**config.mk**
```make
export PLATFORM = sky130hd
export DESIGN_NAME = muldiv_unit_flat
export DESIGN_NICKNAME = d
export VERILOG_FILES = /design/src/rtl/muldiv_unit_if.sv /design/src/rtl/muldiv_unit.sv /design/src/flat_wrapper.sv
export SDC_FILE = /design/constraint.sdc
export NUM_CORES = 1
export LEC_CHECK = 0
export CORE_MARGIN = 4
export CORE_UTILIZATION = 35
export CTS_CLUSTER_SIZE = 25
export DETAILED_ROUTE_END_ITERATION = 16
export GPL_TIMING_DRIVEN = 0
export PLACE_DENSITY_LB_ADDON = 0.25
export RECOVER_POWER = 50
export SYNTH_ARGS = -nofsm -noshare
export SYNTH_HDL_FRONTEND = slang
export SYNTH_SLANG_ARGS = --single-unit
```
**constraint.sdc**
```tcl
create_clock -name i_clk -period 4.7 [get_ports i_clk]
set_input_delay 0.94 -clock i_clk [delete_from_list [all_inputs] [get_ports i_clk]]
set_output_delay 0.94 -clock i_clk [all_outputs]
set_load 0.005 [all_outputs]
```
**src/rtl/muldiv_unit_if.sv**
```systemverilog
// Request/response bundle between the execute stage and the iterative multiply/divide unit.
interface muldiv_unit_if #(parameter int XLEN = 32);
    logic            i_valid;
    logic            o_ready;
    logic [2:0]      i_op;
    logic [XLEN-1:0] i_a;
    logic [XLEN-1:0] i_b;
    logic            i_flush;
    logic            o_valid;
    logic            i_ready;
    logic [XLEN-1:0] o_result;

    modport master (
        output i_valid, i_op, i_a, i_b, i_flush, i_ready,
        input  o_ready, o_valid, o_result
    );

    modport slave (
        input  i_valid, i_op, i_a, i_b, i_flush, i_ready,
        output o_ready, o_valid, o_result
    );
endinterface

```
**src/rtl/muldiv_unit.sv**
```systemverilog
// RV32M multiply/divide: one bit per cycle through a shared {hi,lo} shift datapath,
// operands reduced to magnitudes at accept and the result sign restored in FIX.
module muldiv_unit #(
    parameter int XLEN = 32
) (
    input  logic          i_clk,
    input  logic          i_rst_n,
    muldiv_unit_if.slave  bus
);
    localparam int CW = $clog2(XLEN);
    localparam logic [XLEN-1:0] MIN_NEG = {1'b1, {(XLEN-1){1'b0}}};

    typedef enum logic [1:0] {S_IDLE, S_BUSY, S_FIX, S_DONE} state_t;

    state_t          state, state_n;
    logic [CW-1:0]   cnt;
    logic [2:0]      op_q;
    logic            neg_q;
    logic [XLEN-1:0] b_q;
    logic [XLEN-1:0] hi, lo;
    logic [XLEN-1:0] result_q;
    logic            valid_q;
    logic            accept;

    // Operand conditioning at accept
    logic            a_signed, b_signed, neg_a, neg_b;
    logic [XLEN-1:0] a_mag, b_mag;
    logic            div_zero, div_ovf, special;
    logic [XLEN-1:0] special_res;
    logic            res_neg;

    always_comb begin
        a_signed = (bus.i_op == 3'd1) || (bus.i_op == 3'd2) ||
                   (bus.i_op == 3'd4) || (bus.i_op == 3'd6);
        b_signed = (bus.i_op == 3'd1) || (bus.i_op == 3'd4) || (bus.i_op == 3'd6);
        neg_a    = a_signed && bus.i_a[XLEN-1];
        neg_b    = b_signed && bus.i_b[XLEN-1];
        a_mag    = neg_a ? (~bus.i_a + 1'b1) : bus.i_a;
        b_mag    = neg_b ? (~bus.i_b + 1'b1) : bus.i_b;
        div_zero = bus.i_op[2] && (bus.i_b == '0);
        div_ovf  = bus.i_op[2] && !bus.i_op[0] &&
                   (bus.i_a == MIN_NEG) && (bus.i_b == '1);
        special  = div_zero || div_ovf;
        if (div_zero)
            special_res = bus.i_op[1] ? bus.i_a : '1;
        else
            special_res = bus.i_op[1] ? '0 : MIN_NEG;
        // Remainder follows the dividend; everything else is sign(a)^sign(b)
        res_neg  = (bus.i_op[2] && bus.i_op[1]) ? neg_a : (neg_a ^ neg_b);
    end

    // One iteration of shift-add multiply or restoring divide
    logic [XLEN:0]     mul_sum;
    logic [XLEN:0]     div_shift, div_diff;
    logic [XLEN-1:0]   hi_n, lo_n;

    always_comb begin
        mul_sum   = {1'b0, hi} + (lo[0] ? {1'b0, b_q} : '0);
        div_shift = {hi, lo[XLEN-1]};
        div_diff  = div_shift - {1'b0, b_q};
        if (op_q[2]) begin
            if (!div_diff[XLEN]) begin
                hi_n = div_diff[XLEN-1:0];
                lo_n = {lo[XLEN-2:0], 1'b1};
            end else begin
                hi_n = div_shift[XLEN-1:0];
                lo_n = {lo[XLEN-2:0], 1'b0};
            end
        end else begin
            hi_n = mul_sum[XLEN:1];
            lo_n = {mul_sum[0], lo[XLEN-1:1]};
        end
    end

    // Sign correction and result selection
    logic [2*XLEN-1:0] prod_s;
    logic [XLEN-1:0]   fix_res;

    always_comb begin
        prod_s = neg_q ? (~{hi, lo} + 1'b1) : {hi, lo};
        case (op_q)
            3'd0:          fix_res = prod_s[XLEN-1:0];
            3'd1, 3'd2,
            3'd3:          fix_res = prod_s[2*XLEN-1:XLEN];
            3'd4, 3'd5:    fix_res = neg_q ? (~lo + 1'b1) : lo;
            default:       fix_res = neg_q ? (~hi + 1'b1) : hi;
        endcase
    end

    always_ff @(posedge i_clk or negedge i_rst_n) begin
        if (!i_rst_n) state <= S_IDLE;
        else          state <= state_n;
    end

    always_comb begin
        state_n     = state;
        accept      = 1'b0;
        bus.o_ready = (state == S_IDLE);
        case (state)
            S_IDLE: begin
                if (bus.i_valid && !bus.i_flush) begin
                    accept  = 1'b1;
                    state_n = special ? S_DONE : S_BUSY;
                end
            end
            S_BUSY: begin
                if (bus.i_flush)                     state_n = S_IDLE;
                else if (cnt == CW'(XLEN-1))         state_n = S_FIX;
            end
            S_FIX: begin
                state_n = bus.i_flush ? S_IDLE : S_DONE;
            end
            S_DONE: begin
                if (bus.i_flush || bus.i_ready)      state_n = S_IDLE;
            end
            default: state_n = S_IDLE;
        endcase
    end

    always_ff @(posedge i_clk or negedge i_rst_n) begin
        if (!i_rst_n) begin
            cnt      <= '0;
            op_q     <= '0;
            neg_q    <= 1'b0;
            b_q      <= '0;
            hi       <= '0;
            lo       <= '0;
            result_q <= '0;
            valid_q  <= 1'b0;
        end else begin
            valid_q <= (state_n == S_DONE);
            if (accept) begin
                op_q  <= bus.i_op;
                neg_q <= res_neg;
                b_q   <= b_mag;
                hi    <= '0;
                lo    <= a_mag;
                cnt   <= '0;
                if (special) result_q <= special_res;
            end else if (state == S_BUSY && !bus.i_flush) begin
                hi  <= hi_n;
                lo  <= lo_n;
                cnt <= cnt + 1'b1;
            end else if (state == S_FIX && !bus.i_flush) begin
                result_q <= fix_res;
            end
        end
    end

    assign bus.o_valid  = valid_q;
    assign bus.o_result = result_q;
endmodule

```
**src/flat_wrapper.sv**
```systemverilog
// flat-port wrapper written by rule: the top's interface ports become plain ports
module muldiv_unit_flat 
#(
    parameter int XLEN = 32
)
  (i_clk, i_rst_n, bus_i_valid, bus_i_op, bus_i_a, bus_i_b, bus_i_flush, bus_i_ready, bus_o_ready, bus_o_valid, bus_o_result);
  muldiv_unit_if #(.XLEN(XLEN)) bus_i ();
  input  logic i_clk;
  input  logic i_rst_n;
  input wire logic [$bits(bus_i.i_valid)-1:0] bus_i_valid;
  input wire logic [$bits(bus_i.i_op)-1:0] bus_i_op;
  input wire logic [$bits(bus_i.i_a)-1:0] bus_i_a;
  input wire logic [$bits(bus_i.i_b)-1:0] bus_i_b;
  input wire logic [$bits(bus_i.i_flush)-1:0] bus_i_flush;
  input wire logic [$bits(bus_i.i_ready)-1:0] bus_i_ready;
  output wire logic [$bits(bus_i.o_ready)-1:0] bus_o_ready;
  output wire logic [$bits(bus_i.o_valid)-1:0] bus_o_valid;
  output wire logic [$bits(bus_i.o_result)-1:0] bus_o_result;
  assign bus_i.i_valid = bus_i_valid;
  assign bus_i.i_op = bus_i_op;
  assign bus_i.i_a = bus_i_a;
  assign bus_i.i_b = bus_i_b;
  assign bus_i.i_flush = bus_i_flush;
  assign bus_i.i_ready = bus_i_ready;
  assign bus_o_ready = bus_i.o_ready;
  assign bus_o_valid = bus_i.o_valid;
  assign bus_o_result = bus_i.o_result;
  muldiv_unit #(.XLEN(XLEN)) u_core (.i_clk(i_clk), .i_rst_n(i_rst_n), .bus(bus_i));
endmodule
```
==> impl_metrics.ini <==
[clock_tree]
cts_inserted_buffers = 17
clockBufferDepth = 2
clk_pin_slew_ns = 0.06
clock_sinks = 140
cts-htree-levels = 4
clk_latency_ns = 0.46
cts_hold_buf = 0
clockRootBuffer = clkbuf_16
cts_tree = yes

[yosys]
yosys_warnings = 0
synth_edf_count = 0
async_reset_ff_share_pct = 100
ys_ff_latch = 140
yosysUniqueCellTypes = 81
syn_avg_cell_area_um2 = 7.70
synthCells = 1814
ys.flop_type = dfrtp_1
syn_area_um2 = 14000
synth_nets = 1959
synth_seq_area_share_pct = 25.1

[sta]
setup_ws_ns = 0.154
slew_viol_final = 53
period_needed_ns = 4.55
worstMarginPinSlew_ns = 3.39
skew_ns = 0.0171
hold_viol_final = 0
fin_crit_sh_pct = 96.7
slew_headroom_pct = -126
max_freq_mhz = 220
rsz0062_at_grt = no
finalSetupViolCount = 0

[placement]
place_hpwl_mm = 48.4
routabilityCongestion = 0.985
pre_cts_ws_ns = -0.479
placedCellCount = 2440
io_buffers = 105

[finish]
final_cell_mix = o21ai_0 (231), nand2_1 (197), nor2_1 (140), dfrtp_1 (140), a21oi_1 (113)
nNetsFinal = 2089
instances_no_fill = 2477
utilization_pct = 41.8
final_common_cell = o21ai_0
area_growth_pct = 17.0
fillerInstances = 4106
layout-drive-gt1-share_pct = 5.01

[power]
irDropWorstVdd_v = 0.000270
p_comb_share_pct = 62.6
pwr-share-seq_pct = 21.9
p_leak_uw = 0.00674
pwr-share-clk_pct = 15.5
cellInternalPower_uw = 4260
p_sw_uw = 4540
switching_share_pct = 51.6
power_density_nw_per_um2 = 539

[global_routing]
grt_pass1_wl_mm = 91.0
globalRouteTotalUtil_pct = 27.4
grt-ovfl-total = 0
grt_pass1_vias = 14400
antenna_found_initial = 1
grt_max_degree = 89

[route]
wl_per_cell_um = 24.8
routed_wl_mm = 61.4
drt_first_pass_iters = 8
via_count = 14900
antenna_left = 0
remaining_drc_errors = 0
drtIter0Drc = 1599
vias_per_cell = 6.03

[status]
status = complete, but fails checks
violations = capacitance limit, slew limit

[die]
core_area_um2 = 39100
initial_core_util_pct = 35.7
chipWidth_um = 208
rows = 72
dieArea_um2 = 43200
ioPinCount = 106
fp.dieH_um = 208

[min_path]
hold_class = flop to flop
min-delay-start = u_core.bus.o_result[0]
holdPathStages = 2

[setup_path]
start_kind = input port
crit_type = input port to flop
r2r_cells = 15
crit_path_end_kind = flop
critPathMaxFanout = 10
rr_startpoint = u_core.lo[31]
critPathLaunch = bus_i_b[22]
cp.required_ns = 5.09
crit_arrival_ns = 4.94

[run]
maxCapViolCount = 1
synthesized netlist by cell type, types with 10 or more instances:
library cell | count | area share [%]
nor4_1 | 14 | 0.63
nand2b_1 | 21 | 0.94
o21ai_0 | 231 | 8.3
a22oi_1 | 20 | 1.1
o41ai_1 | 15 | 0.94
and3_1 | 15 | 0.67
mux2_2 | 15 | 1.2
a211oi_1 | 15 | 0.81
nor2_1 | 140 | 3.8
and2_1 | 13 | 0.58
a221oi_1 | 10 | 0.63
a21o_1 | 34 | 1.8
ha_1 | 71 | 6.4
or4_1 | 20 | 1.1
nand3_1 | 21 | 0.75
xor2_1 | 77 | 4.8
a31oi_1 | 20 | 0.90
inv_1 | 63 | 1.7
o31ai_1 | 28 | 1.5
xnor2_1 | 94 | 5.9
o21a_1 | 10 | 0.54
clkbuf_1 | 99 | 2.7
nand2_1 | 197 | 5.3
nor2b_1 | 23 | 1.0
nand4_1 | 22 | 0.99
mux2i_1 | 51 | 3.7
nor3_1 | 37 | 1.3
o211ai_1 | 44 | 2.4
dfrtp_1 | 140 | 25
a21oi_1 | 114 | 4.1
logic make-up after synthesis:
family                     synth area share (%)
AOI/OAI and AO/OA                          27.9
buffers and inverters                      5.23
and+or+nand+nor                            19.5
muxes                                      4.86
xor gates and xnor gates                   10.7
DFF                                        25.1
adders and majority gates                  6.65
metrics by stage:
step	area, um^2	total power, uW	hold WS, ns	setup TNS (ns)
CTS	16300	8630	0.461	0
global placement	15700	7210	0.463	-505.59
finish	16300	8800	0.480	0
global route	16300	9360	0.496	0
floorplan	14000	5490	0.447	0
detailed placement	15700	7220	0.471	-16.34
area by class of cell:
class                           instances  area (um^2)  share of cell area, %
Clock inverter                         13          119                  0.727
Inverter                               63          236                   1.45
Tap cell                              518          648                   3.97
Clock buffer                           19          443                   2.71
Multi-Input combinational cell       1494         9780                   59.8
Antenna cell                            2         5.00                 0.0306
Sequential cell                       140         3500                   21.4
Timing Repair Buffer                  112         1120                   6.84
Buffer                                116          492                   3.01
flip-flops by register name (all words and copies together) (netlist names):
register             flops
u_core.b_q              32
u_core.state             2
u_core.op_q              3
u_core.cnt               5
u_core.bus.o_valid       1
u_core.lo               32
u_core.neg_q             1
u_core.bus.o_result     32
u_core.hi               32
worst max-delay path: stages:
cell	delay (ns)
clkdlybuf4s50_1	0.50
or4_1	0.65
nor4_2	0.27
or3b_1	0.42
nand4bb_2	0.47
nor2_4	0.38
clkbuf_1	0.48
o21ai_0	0.29
o21ai_0	0.28
mux2_2	0.25
power by group through the flow:
| stage | clock network, uW | logic (uW) | registers, uW |
|---|---|---|---|
| after floorplan | 0 | 3780 | 1710 |
| after global placement | 0 | 5290 | 1920 |
| after detailed placement | 0 | 5300 | 1920 |
| after CTS | 1390 | 5340 | 1910 |
| after global routing | 1430 | 5980 | 1940 |
| final | 1370 | 5510 | 1920 |
repair_timing:
action | 4_1_cts | 5_1_grt
pin swaps | 0 | 1
endpoints found under the hold margin | 0 | 0
resized for setup | 4 | 3
setup buffers | 0 | 4
endpoints found under the setup margin | 32 | 44
layer usage:
metal / track usage [%] / wire, um / up-vias
met4: 10.3 / 2000 / 2
met5: 0 / 13 / -
met1: 37.2 / 26700 / 7232
met3: 7.34 / 5580 / 110
met2: 41.6 / 27100 / 696
li1: - / - / 6891
worst paths after layout:
kind | slack (ns) | endpoint
worst max register to register | 0.16 | u_core.hi[6]
worst max-delay path | 0.15 | u_core.bus.o_result[18]
worst min register to register | 0.48 | u_core.bus.o_result[0]
min in group asynchronous | 1.62 | u_core.lo[8]
worst min-delay path | 0.48 | u_core.bus.o_result[0]
max in group asynchronous | 1.15 | u_core.hi[26]
Power figures use the tool's default switching activity.
